## config.mk

```make
export PLATFORM = sky130hd
export DESIGN_NAME = map_rom_arbiter
export DESIGN_NICKNAME = d
export VERILOG_FILES = /design/src/rtl/map_rom_arbiter.sv
export SDC_FILE = /design/constraint.sdc
export NUM_CORES = 1
export LEC_CHECK = 0
export CORE_UTILIZATION = 47
export DETAILED_ROUTE_END_ITERATION = 6
export GPL_ROUTABILITY_DRIVEN = 1
export PLACE_DENSITY = 0.93
export SLEW_MARGIN = 40
export SYNTH_ARGS = -nofsm -noshare
export SYNTH_HDL_FRONTEND = slang
export SYNTH_SLANG_ARGS = --single-unit
```

## constraint.sdc

```tcl
create_clock -name clk -period 4.1 [get_ports clk]
set_input_delay 0.41 -clock clk [delete_from_list [all_inputs] [get_ports clk]]
set_output_delay 0.41 -clock clk [all_outputs]
set_load 0.05 [all_outputs]
```

## src/rtl/map_rom_arbiter.sv

```systemverilog
// Shares one map ROM between the stallable wall tracer (req/ack) and the per-cycle overlay; 1-cycle latency for both.
// Overlay wins unless the tracer has waited TR_MAX_WAIT cycles; a dropped overlay lookup is flagged on o_ov_miss.
module map_rom_arbiter #(
    parameter int MAP_WBITS   = 5,
    parameter int MAP_HBITS   = 5,
    parameter int TR_MAX_WAIT = 3
) (
    input  logic                 clk,
    input  logic                 reset_n,
    input  logic                 i_frame_start,
    input  logic                 i_tr_req,
    input  logic [MAP_WBITS-1:0] i_tr_col,
    input  logic [MAP_HBITS-1:0] i_tr_row,
    output logic                 o_tr_ack,
    output logic [1:0]           o_tr_val,
    input  logic                 i_ov_req,
    input  logic [MAP_WBITS-1:0] i_ov_col,
    input  logic [MAP_HBITS-1:0] i_ov_row,
    output logic                 o_ov_valid,
    output logic [1:0]           o_ov_val,
    output logic                 o_ov_miss,
    output logic [MAP_WBITS-1:0] o_map_col,
    output logic [MAP_HBITS-1:0] o_map_row,
    input  logic [1:0]           i_map_val
);

    localparam int AW = MAP_WBITS + MAP_HBITS;
    localparam logic [3:0] WAIT_MAX = 4'(TR_MAX_WAIT);

    logic [3:0]    wait_cnt;
    logic          cache_vld;
    logic [AW-1:0] cache_addr;
    logic [1:0]    cache_val;

    logic [AW-1:0] ov_addr;
    logic          ov_hit;
    logic          tr_gnt;
    logic          ov_gnt;
    logic          ov_drop;

    assign ov_addr = {i_ov_row, i_ov_col};

    always_comb begin
        ov_hit  = i_ov_req && cache_vld && (ov_addr == cache_addr);
        tr_gnt  = 1'b0;
        ov_gnt  = 1'b0;
        ov_drop = 1'b0;
        if (ov_hit) begin
            // Cache serves the overlay, so the ROM is free for the tracer.
            tr_gnt = i_tr_req;
        end else if (i_tr_req && (wait_cnt == WAIT_MAX)) begin
            tr_gnt  = 1'b1;
            ov_drop = i_ov_req;
        end else if (i_ov_req) begin
            ov_gnt = 1'b1;
        end else begin
            tr_gnt = i_tr_req;
        end
    end

    assign o_map_col = ov_gnt ? i_ov_col : i_tr_col;
    assign o_map_row = ov_gnt ? i_ov_row : i_tr_row;

    always_ff @(posedge clk or negedge reset_n) begin
        if (!reset_n) begin
            o_tr_ack   <= 1'b0;
            o_tr_val   <= 2'd0;
            o_ov_valid <= 1'b0;
            o_ov_val   <= 2'd0;
            o_ov_miss  <= 1'b0;
            wait_cnt   <= 4'd0;
            cache_vld  <= 1'b0;
            cache_addr <= '0;
            cache_val  <= 2'd0;
        end else begin
            o_tr_ack   <= tr_gnt;
            o_ov_valid <= ov_hit || ov_gnt;
            o_ov_miss  <= ov_drop;
            if (tr_gnt) begin
                o_tr_val <= i_map_val;
            end
            if (ov_hit) begin
                o_ov_val <= cache_val;
            end else if (ov_gnt) begin
                o_ov_val <= i_map_val;
            end

            if (ov_gnt) begin
                cache_addr <= ov_addr;
                cache_val  <= i_map_val;
            end
            // Frame start invalidates even a same-edge fill.
            if (i_frame_start) begin
                cache_vld <= 1'b0;
            end else if (ov_gnt) begin
                cache_vld <= 1'b1;
            end

            if (i_frame_start || tr_gnt) begin
                wait_cnt <= 4'd0;
            end else if (i_tr_req && (wait_cnt != WAIT_MAX)) begin
                wait_cnt <= wait_cnt + 4'd1;
            end
        end
    end

endmodule
```

==> results of run 1 <==
-- critical path: stages --
cell	delay, ps
clkdlybuf4s50_1	520
xor2_1	180
nor3_1	90
nand3_1	330
nor2b_4	580
mux2_2	400
clkdlybuf4s50_1	710
-- placed cells by master, fill, tap and decap left out --
cell	netlist	routed
a211oi_1	1	1
a21bo_2	1	1
a21oi_1	3	3
and2_1	1	1
and4b_1	1	1
buf_2	0	1
bufinv_16	0	1
clkbuf_4	0	3
clkdlybuf4s50_1	0	42
dfrtp_1	24	24
ha_1	1	1
inv_1	1	1
mux2_2	24	24
mux2i_1	2	2
nand2_1	7	7
nand3_1	1	1
nand3b_1	1	1
nand4_1	2	2
nor2_1	4	4
nor2b_4	1	1
nor3_1	2	2
nor3b_1	1	1
nor4_1	3	3
o211ai_1	1	1
o21ai_0	1	1
o21ai_1	1	1
o21ba_2	1	1
o31ai_4	1	1
xor2_1	11	11
-- power by group --
part	leakage (nW)	switching [mW]	internal, mW
sequential	0.293	0.0130	0.257
combinational	0.406	0.0908	0.0773
clock	0.0279	0.0755	0.0989
-- area by class of cell --
cell class                      count  area (sq um)
Fill cell                         173           767
Clock buffer                        3          22.5
Multi-Input combinational cell     72           613
Clock inverter                      1          30.0
Inverter                            1          3.75
Timing Repair Buffer               43           425
Sequential cell                    24           601
Tap cell                           30          37.5
-- per-layer routing --
layer  vias to the layer above  track usage
met4                         0        0.105
li1                        447            -
met5                         -            0
met2                        24        0.369
met1                       453        0.255
met3                         4       0.0259
-- registers in the layout (all words and copies together), names as in the netlist --
signal      cells
cache_addr     10
wait_cnt        4
cache_val       2
o_ov_val        2
o_tr_val        2
cache_vld       1
o_ov_miss       1
o_ov_valid      1
o_tr_ack        1
-- worst paths after layout --
check / endpoint / slack (ps) / depth (start not counted) / start
setup / recovery: o_map_row[4] / 470 / 7 / i_ov_col[3]
hold / removal: cache_addr[9] / 40 / 1 / reset_n
setup reg to reg: o_tr_val[0] / 1980 / 5 / cache_addr[0]
hold reg to reg: o_tr_val[1] / 530 / 1 / o_tr_val[1]
max in group asynchronous: wait_cnt[0] / 3710 / 1 / reset_n
min in group clk: o_tr_val[1] / 530 / 1 / o_tr_val[1]
-- cell families after synthesis --
logic type,count (synthesis),synth area share
fa+ha+maj,1,0.0101
simple gates,24,0.107
mux,26,0.233
flops,24,0.483
compound gates,10,0.0654
buf+inv,4,0.0241
xor+xnor,11,0.0775
-- stage by stage --
step	hold slack, ps	std cells
6_report	37.1	174
5_1_grt	61.3	174
4_1_cts	55.6	174
3_5_place_dp	419	170
3_3_place_gp	490	170
2_1_floorplan	114	100
==> results.yml, run 1 <==
routing:
  routedWlPerCell_um: 15.3
  via_per_inst: 5.33
  wl_met3_um: 85
  wirelength_met1_um: 1070
  wl_um: 2660
  top_layer: "met4"
  drcViolationCount: 0
  firstDrtPassIters: 4
  route.vias.total: 928
  drtAntennaViolNets: 0
  dr_wl_met2_um: 1440
  drtIter0Drc: 8
timing:
  maxSlewHeadroom: 0.641
  drv_slew: 0
  setup_viol: 0
  hold_viol: 0
  finalCritPeriodShare: 0.886
  tns_ps: 0
  max_clock_freq_ghz: 0.275
  grt_setup_unrepaired: "false"
  finClkSkew_ps: 2.41
  tightest_slew_ps: 537
  min_period_ps: 3630
  setup_slack_ps: 467
clocking:
  ctsHtreeMaxLevel: 1
  clockRootBuffer: "clkbuf_4"
  cts.sinks: 24
  tritoncts: "yes"
  cts_hold_buf: 0
  clockBufferDepth: 2
  numCtsBuffers: 3
  clkLatencyLatePin_ps: 320
  post_cts_resized: 0
  postCtsSetupBuffers: 0
  clk_pin_slew_ps: 140
worst_setup_path:
  criticalPathCategory: "primary input to output pin"
  end_kind: "output pin"
  crit_arrival_ps: 3220
  required_ps: 3690
  start_kind: "primary input"
  cp_max_fo: 20
grt:
  grt_pass1_vias: 856
  antenna_found_initial: 0
  grt_pass1_wl_um: 4090
  grt_max_degree: 25
  grt_overflow: 0
  grt_use_total: 0.213
logic_synthesis:
  ys_types: 27
  yosysTopAreaCell: "dfrtp_1"
  synthArstFlopShare: 1.00
  synthFlopType: "dfrtp_1"
  syn-cell-area_sq_mm: 0.00124
  avgSynthCellArea_sq_um: 12.4
  synthCells: 100
  synth_nets: 128
  synth_commonest_cells: "dfrtp_1, mux2_2, xor2_1, nand2_1, nor2_1"
  yosysWarningCount: 0
  synth.area.top_cells: "dfrtp_1, mux2_2, xor2_1"
  synth_edf_count: 0
  ys_ff_latch: 24
  synth_top_area_frac: 0.483
  seq_area_frac_synth: 0.483
floorplan:
  io_pins: 44
  core_sq_mm: 0.00250
  initial_core_util: 0.497
  die-area_sq_mm: 0.00286
  die_x_um: 53.4
  die_h_um: 53.4
  num_rows: 18
layout:
  fin_nets: 173
  final_core_util: 0.693
  antenna_cells: 0
  area_delta_synth_final_pct: 39.3
  fin_area_sq_mm: 0.00173
  drive_gt1_frac: 0.229
pwr:
  ir_worst_vdd_v: 0.000333
  leakagePower_nw: 0.727
  p_per_area_mw_per_mm2: 353
  total_power_uw: 612
placement:
  place_area_sq_mm: 0.00168
  port_buffers: 43
  hpwl_um: 1940
  gp_congestion: 0.740
  pre_cts_slack_ps: 471
run:
  max_cap_violations: 0
hold_path:
  hold_path.class: "primary input to async pin"
outcome:
  status: "complete, no violations"
Power figures use the tool's default switching activity.
==> run 2: changes to the inputs <==
--- a/config.mk
+++ b/config.mk
@@ -5,7 +5,8 @@
 export SDC_FILE = /design/constraint.sdc
 export NUM_CORES = 1
 export LEC_CHECK = 0
-export CORE_UTILIZATION = 47
+export ABC_AREA = 1
+export CORE_UTILIZATION = 48
 export DETAILED_ROUTE_END_ITERATION = 6
 export GPL_ROUTABILITY_DRIVEN = 1
 export PLACE_DENSITY = 0.93
==> constraint.sdc (replaced) <==
create_clock -name clk -period 4.1 [get_ports clk]
set_input_delay 0.82 -clock clk [delete_from_list [all_inputs] [get_ports clk]]
set_output_delay 0.82 -clock clk [all_outputs]
set_load 0.05 [all_outputs]
==> results.yml, run 2 <==
placement:
  gp_congestion: 0.784
  place_area_sq_mm: 0.00171
  port_buffers: 43
  hpwl_um: 2010
pwr:
  ir_worst_vdd_v: 0.000305
  total_power_uw: 559
  leakagePower_nw: 0.905
  p_per_area_mw_per_mm2: 320
grt:
  grt_max_degree: 44
  grt_use_total: 0.200
  grt_pass1_vias: 1041
  grt_pass1_wl_um: 4080
  grt_overflow: 0
  antenna_found_initial: 0
layout:
  drive_gt1_frac: 0.115
  layout_common_cells: "nand2_1, clkdlybuf4s50_1, inv_1, dfrtp_1, o21ai_1"
  antenna_cells: 0
  reg.largest.list: "cache_addr x10, wait_cnt x4"
  area_delta_synth_final_pct: 32.6
  fin_nets: 246
  layout_commonest_cell: "nand2_1"
  fin_area_sq_mm: 0.00175
  largest_reg_flops: 10
  regMostFlops: "cache_addr"
logic_synthesis:
  synth.area.top_cells: "dfrtp_1, nand2_1, inv_1"
  ys_ff_latch: 24
  synth_top_area_frac: 0.456
  synth_nets: 202
  synthArstFlopShare: 1.00
  synthCells: 174
  syn-cell-area_sq_mm: 0.00132
  seq_area_frac_synth: 0.456
  yosysWarningCount: 0
  yosysMostFrequentCell: "nand2_1"
  yosysTopAreaCell: "dfrtp_1"
  avgSynthCellArea_sq_um: 7.56
  synthFlopType: "dfrtp_1"
  synth_commonest_cells: "nand2_1, dfrtp_1, inv_1, o21ai_1, nand3_1"
  synth_edf_count: 0
  ys_types: 21
worst_setup_path:
  rr_endpoint: "cache_addr[1]"
  slowest_stage: "clkdlybuf4s50_1"
  cp_top_family: "simple AND/OR/NAND/NOR gates"
  cp.depth: 10
  start_kind: "primary input"
  r2r-start: "wait_cnt[0]"
  cp_common_cell: "nand2_1"
  max_stage_delay_ps: 540
  cp-startpoint: "i_ov_req"
  path_buf_inv: 2
  worstPathCellList: "clkdlybuf4s50_1 > nand2_1 > nor2_1 > nand3_1 > nor2_4 > nand2_4 > nand2_8 > nand2_1 > o21ai_1 > buf_4"
  criticalPathCategory: "primary input to output pin"
  required_ps: 3280
  cp_max_fo: 43
  end_kind: "output pin"
  worstRegToRegCells: 7
  crit_arrival_ps: 2570
  reg2reg_setup_slack_ps: 2540
  crit_path_end: "o_map_row[4]"
floorplan:
  die-area_sq_mm: 0.00296
  io_pins: 44
  num_rows: 18
  core_sq_mm: 0.00254
  die_x_um: 54.4
  initial_core_util: 0.517
  die_h_um: 54.4
clocking:
  clockRootBuffer: "clkbuf_4"
  ctsHtreeMaxLevel: 1
  cts_hold_buf: 0
  cts.sinks: 24
  numCtsBuffers: 3
  clkLatencyLatePin_ps: 330
  clk_pin_slew_ps: 130
  tritoncts: "yes"
  post_cts_resized: 0
  clockBufferDepth: 2
  postCtsSetupBuffers: 0
timing:
  grt_setup_unrepaired: "false"
  hold_viol: 0
  finalCritPeriodShare: 0.827
  max_clock_freq_ghz: 0.295
  tightest_slew_ps: 514
  setup_viol: 0
  finClkSkew_ps: 2.05
  maxSlewHeadroom: 0.657
  drv_slew: 0
  hold_slack_ps: 438
  min_period_ps: 3390
  tns_ps: 0
routing:
  drcViolationCount: 0
  route.vias.total: 1188
  drtAntennaViolNets: 0
  wl_um: 2590
  drtIter0Drc: 21
  firstDrtPassIters: 5
  via_per_inst: 4.81
  routedWlPerCell_um: 10.5
outcome:
  status: "complete, no violations"
hold_path:
  hold_path.class: "primary input to async pin"
run:
  max_cap_violations: 0
## run 2: cell count changes after synthesis, sizes merged, moves of 9 or more
cell,delta
mux2,-24
inv,+26
nand2,+58
xor2,-9
nand3,+10
o21ai,+20
## run 2: worst min-delay path by stage
stage,slack (ps),to,cells past startpoint,start
finish,440,o_tr_val[1],1,reset_n
global placement,460,cache_val[0],2,cache_val[0]
global route,470,o_tr_val[1],1,reset_n
CTS,460,o_tr_val[1],1,reset_n
floorplan,440,cache_val[0],2,cache_val[0]
detailed placement,470,cache_val[0],2,cache_val[0]
## run 2: area by class of cell
| class | instances | area [sq um] |
|---|---|---|
| Fill cell | 215 | 800 |
| Sequential cell | 24 | 601 |
| Multi-Input combinational cell | 119 | 569 |
| Timing Repair Buffer | 43 | 400 |
| Inverter | 27 | 101 |
| Tap cell | 30 | 37.5 |
| Clock buffer | 4 | 36.3 |
## run 2: metrics by stage
| step | instances | utilization | worst slack, ps |
|---|---|---|---|
| 4_1_cts | 247 | 0.686 | 701 |
| 5_1_grt | 247 | 0.686 | 535 |
| 3_5_place_dp | 243 | 0.672 | 696 |
| 6_report | 247 | 0.686 | 710 |
| 3_3_place_gp | 243 | 0.674 | 758 |
| 2_1_floorplan | 174 | - | 676 |
## run 2: layer usage
metal	up-vias	GRT usage	wire, um
li1	625	-	-
met1	526	0.202	1100
met2	32	0.368	1290
met3	5	0.0583	132
met4	0	0.103	59
met5	-	0	0
## run 2: logic make-up after synthesis
logic type / after synthesis / share of synthesized area
AND/OR/NAND/NOR: 90 / 0.298
flip-flops: 24 / 0.456
buffers and inverters: 31 / 0.111
adder cells (fa/ha/maj): 1 / 0.00950
XOR/XNOR: 4 / 0.0266
AO/OA/AOI/OAI: 24 / 0.0979
## run 2: power breakdown
group | total [mW] | switching (mW) | internal [mW]
combinational | 0.165 | 0.102 | 0.0632
sequential | 0.266 | 0.0112 | 0.255
clock | 0.128 | 0.0736 | 0.0545
total | 0.559 | 0.187 | 0.373
==> RTL edit, RTL diff (settings of run 2) <==
Make the reset (`reset_n`) synchronous in one clocked block.
--- a/src/rtl/map_rom_arbiter.sv
+++ b/src/rtl/map_rom_arbiter.sv
@@ -61,7 +61,7 @@
     assign o_map_col = ov_gnt ? i_ov_col : i_tr_col;
     assign o_map_row = ov_gnt ? i_ov_row : i_tr_row;
 
-    always_ff @(posedge clk or negedge reset_n) begin
+    always_ff @(posedge clk) begin
         if (!reset_n) begin
             o_tr_ack   <= 1'b0;
             o_tr_val   <= 2'd0;
Behaviour: differs if reset_n is asserted again (counterexample within 4 cycles, from zero or initial values and one cycle with reset_n low); with reset_n held inactive, the same outputs for 10 cycles.
==> RTL edit against run 2 <==
Core utilization grew 0.39 points; synthesized area grew 0.76%; count of clock-buffer cells in the layout shrank 1; design area grew 0.57%; wire length is 15% higher; sequential share of layout area is 7.0 points lower; worst setup slack got worse by 0.024 ns; non-clock buffer count did not move; power decreased by 11%; sequential cell count stayed put; global-route usage is 2.1 points higher; sequential power decreased by 6%; via count increased by 19%; critical endpoint is now o_map_row[3].
==> RTL edit: results <==
set metrics [dict create \
    regToRegStartpoint "wait_cnt[0]$_SDFFE_PP0P_" \
    synth_top_cells_by_area "dfxtp_1 36%, nand2_1 21%, nand3_1 8.7%, inv_1 8.2%, a21oi_1 6.8%" \
    dp_hpwl_mm 2.191 \
    drt-pass1-iter-count 4 \
    yosys-top-cells-count "75 x nand2_1, 29 x inv_1, 24 x dfxtp_1" \
    period_minus_slack_ns 3.413 \
    ys_seq_area_share_pct 36.23 \
    layout-drive-gt1-share_pct 8.367 \
    grt_pass1_vias 1206 \
    path_max_fanout 22 \
    grt_first_pass_wirelength_mm 4.740 \
    finClkSkew_ns 0.004693 \
    powerClk_w 0.000100 \
    vias_per_cell 5.036 \
    fin_cells 281 \
    crit_end "o_map_row[3]" \
    grtUsageTotal_pct 22.09 \
    dpl.cell_count 278 \
    outcome "finished clean" \
    ff2ff_setup_slack_ns 2.40 \
    hold_ws_ns 0.4796 \
    drt_iter0_markers 48 \
    clk_latency_ns 0.31 \
    pre_cts_ws_ns 0.6988 \
    max_slew.worst_pin.slew_ns 0.5167 \
    hp-class "reg2reg" \
    syn_inst 211 \
    synth_nets 239 \
    async_reset_ff_share_pct 0 \
    synth.distinct_cells 25 \
    r2r_cells 9 \
    p_leak_nw 0.8510 \
    p_int_w 0.0003356 \
    irDropWorstVdd_mv 0.2293 \
]
-- RTL edit: changes by cell type in the layout (fill, tap and decap cells not counted), moves of 6 or more --
cell     delta
dfrtp_1    -24
o21ai_1    -12
o21ai_0     -7
a21oi_1    +17
nand2_1    +13
dfxtp_1    +24
nand3_1    +12
nor2_1      +6
-- RTL edit: area by class of cell --
cell class	count	area share, %
Inverter	31	6.629
Timing Repair Buffer	43	23.09
Sequential cell	24	27.37
Tap cell	30	2.138
Clock buffer	3	1.283
Multi-Input combinational cell	150	39.49
-- RTL edit: cells by family after synthesis --
family	synth area share (%)
AND/OR/NAND/NOR	41.04
buffers and inverters	11.51
flip-flops	36.23
AO/OA/AOI/OAI	8.302
XOR/XNOR	1.981
adder cells (fa/ha/maj)	0.9432
-- RTL edit: per-stage QoR --
step | instance area [µm²] | util (%) | total power [W]
6_report | 1755 | 68.98 | 0.0004958
5_1_grt | 1755 | 68.98 | 0.0005227
4_1_cts | 1755 | 68.98 | 0.0005018
3_5_place_dp | 1733 | 68.09 | 0.0004007
3_3_place_gp | 1733 | 68.09 | 0.0003987
2_1_floorplan | 1326 | - | 0.0003460
-- RTL edit: routing by layer --
metal | track usage (%) | up-vias | share of wire [%]
met3 | 3.056 | 6 | 7.3
li1 | - | 736 | -
met5 | 0 | - | 0
met4 | 9.402 | 0 | 1.2
met1 | 27.30 | 623 | 44
met2 | 38.01 | 50 | 48
-- RTL edit: worst max-delay path, stage by stage --
cell and delay (ns):
clkdlybuf4s50_1 0.52, nand2_1 0.10, nor2_1 0.10, nand2_1 0.07, nor2_2 0.14, nand3_4 0.21, nand2_4 0.27, nand2_1 0.08
nand2_1 0.07, buf_4 0.19
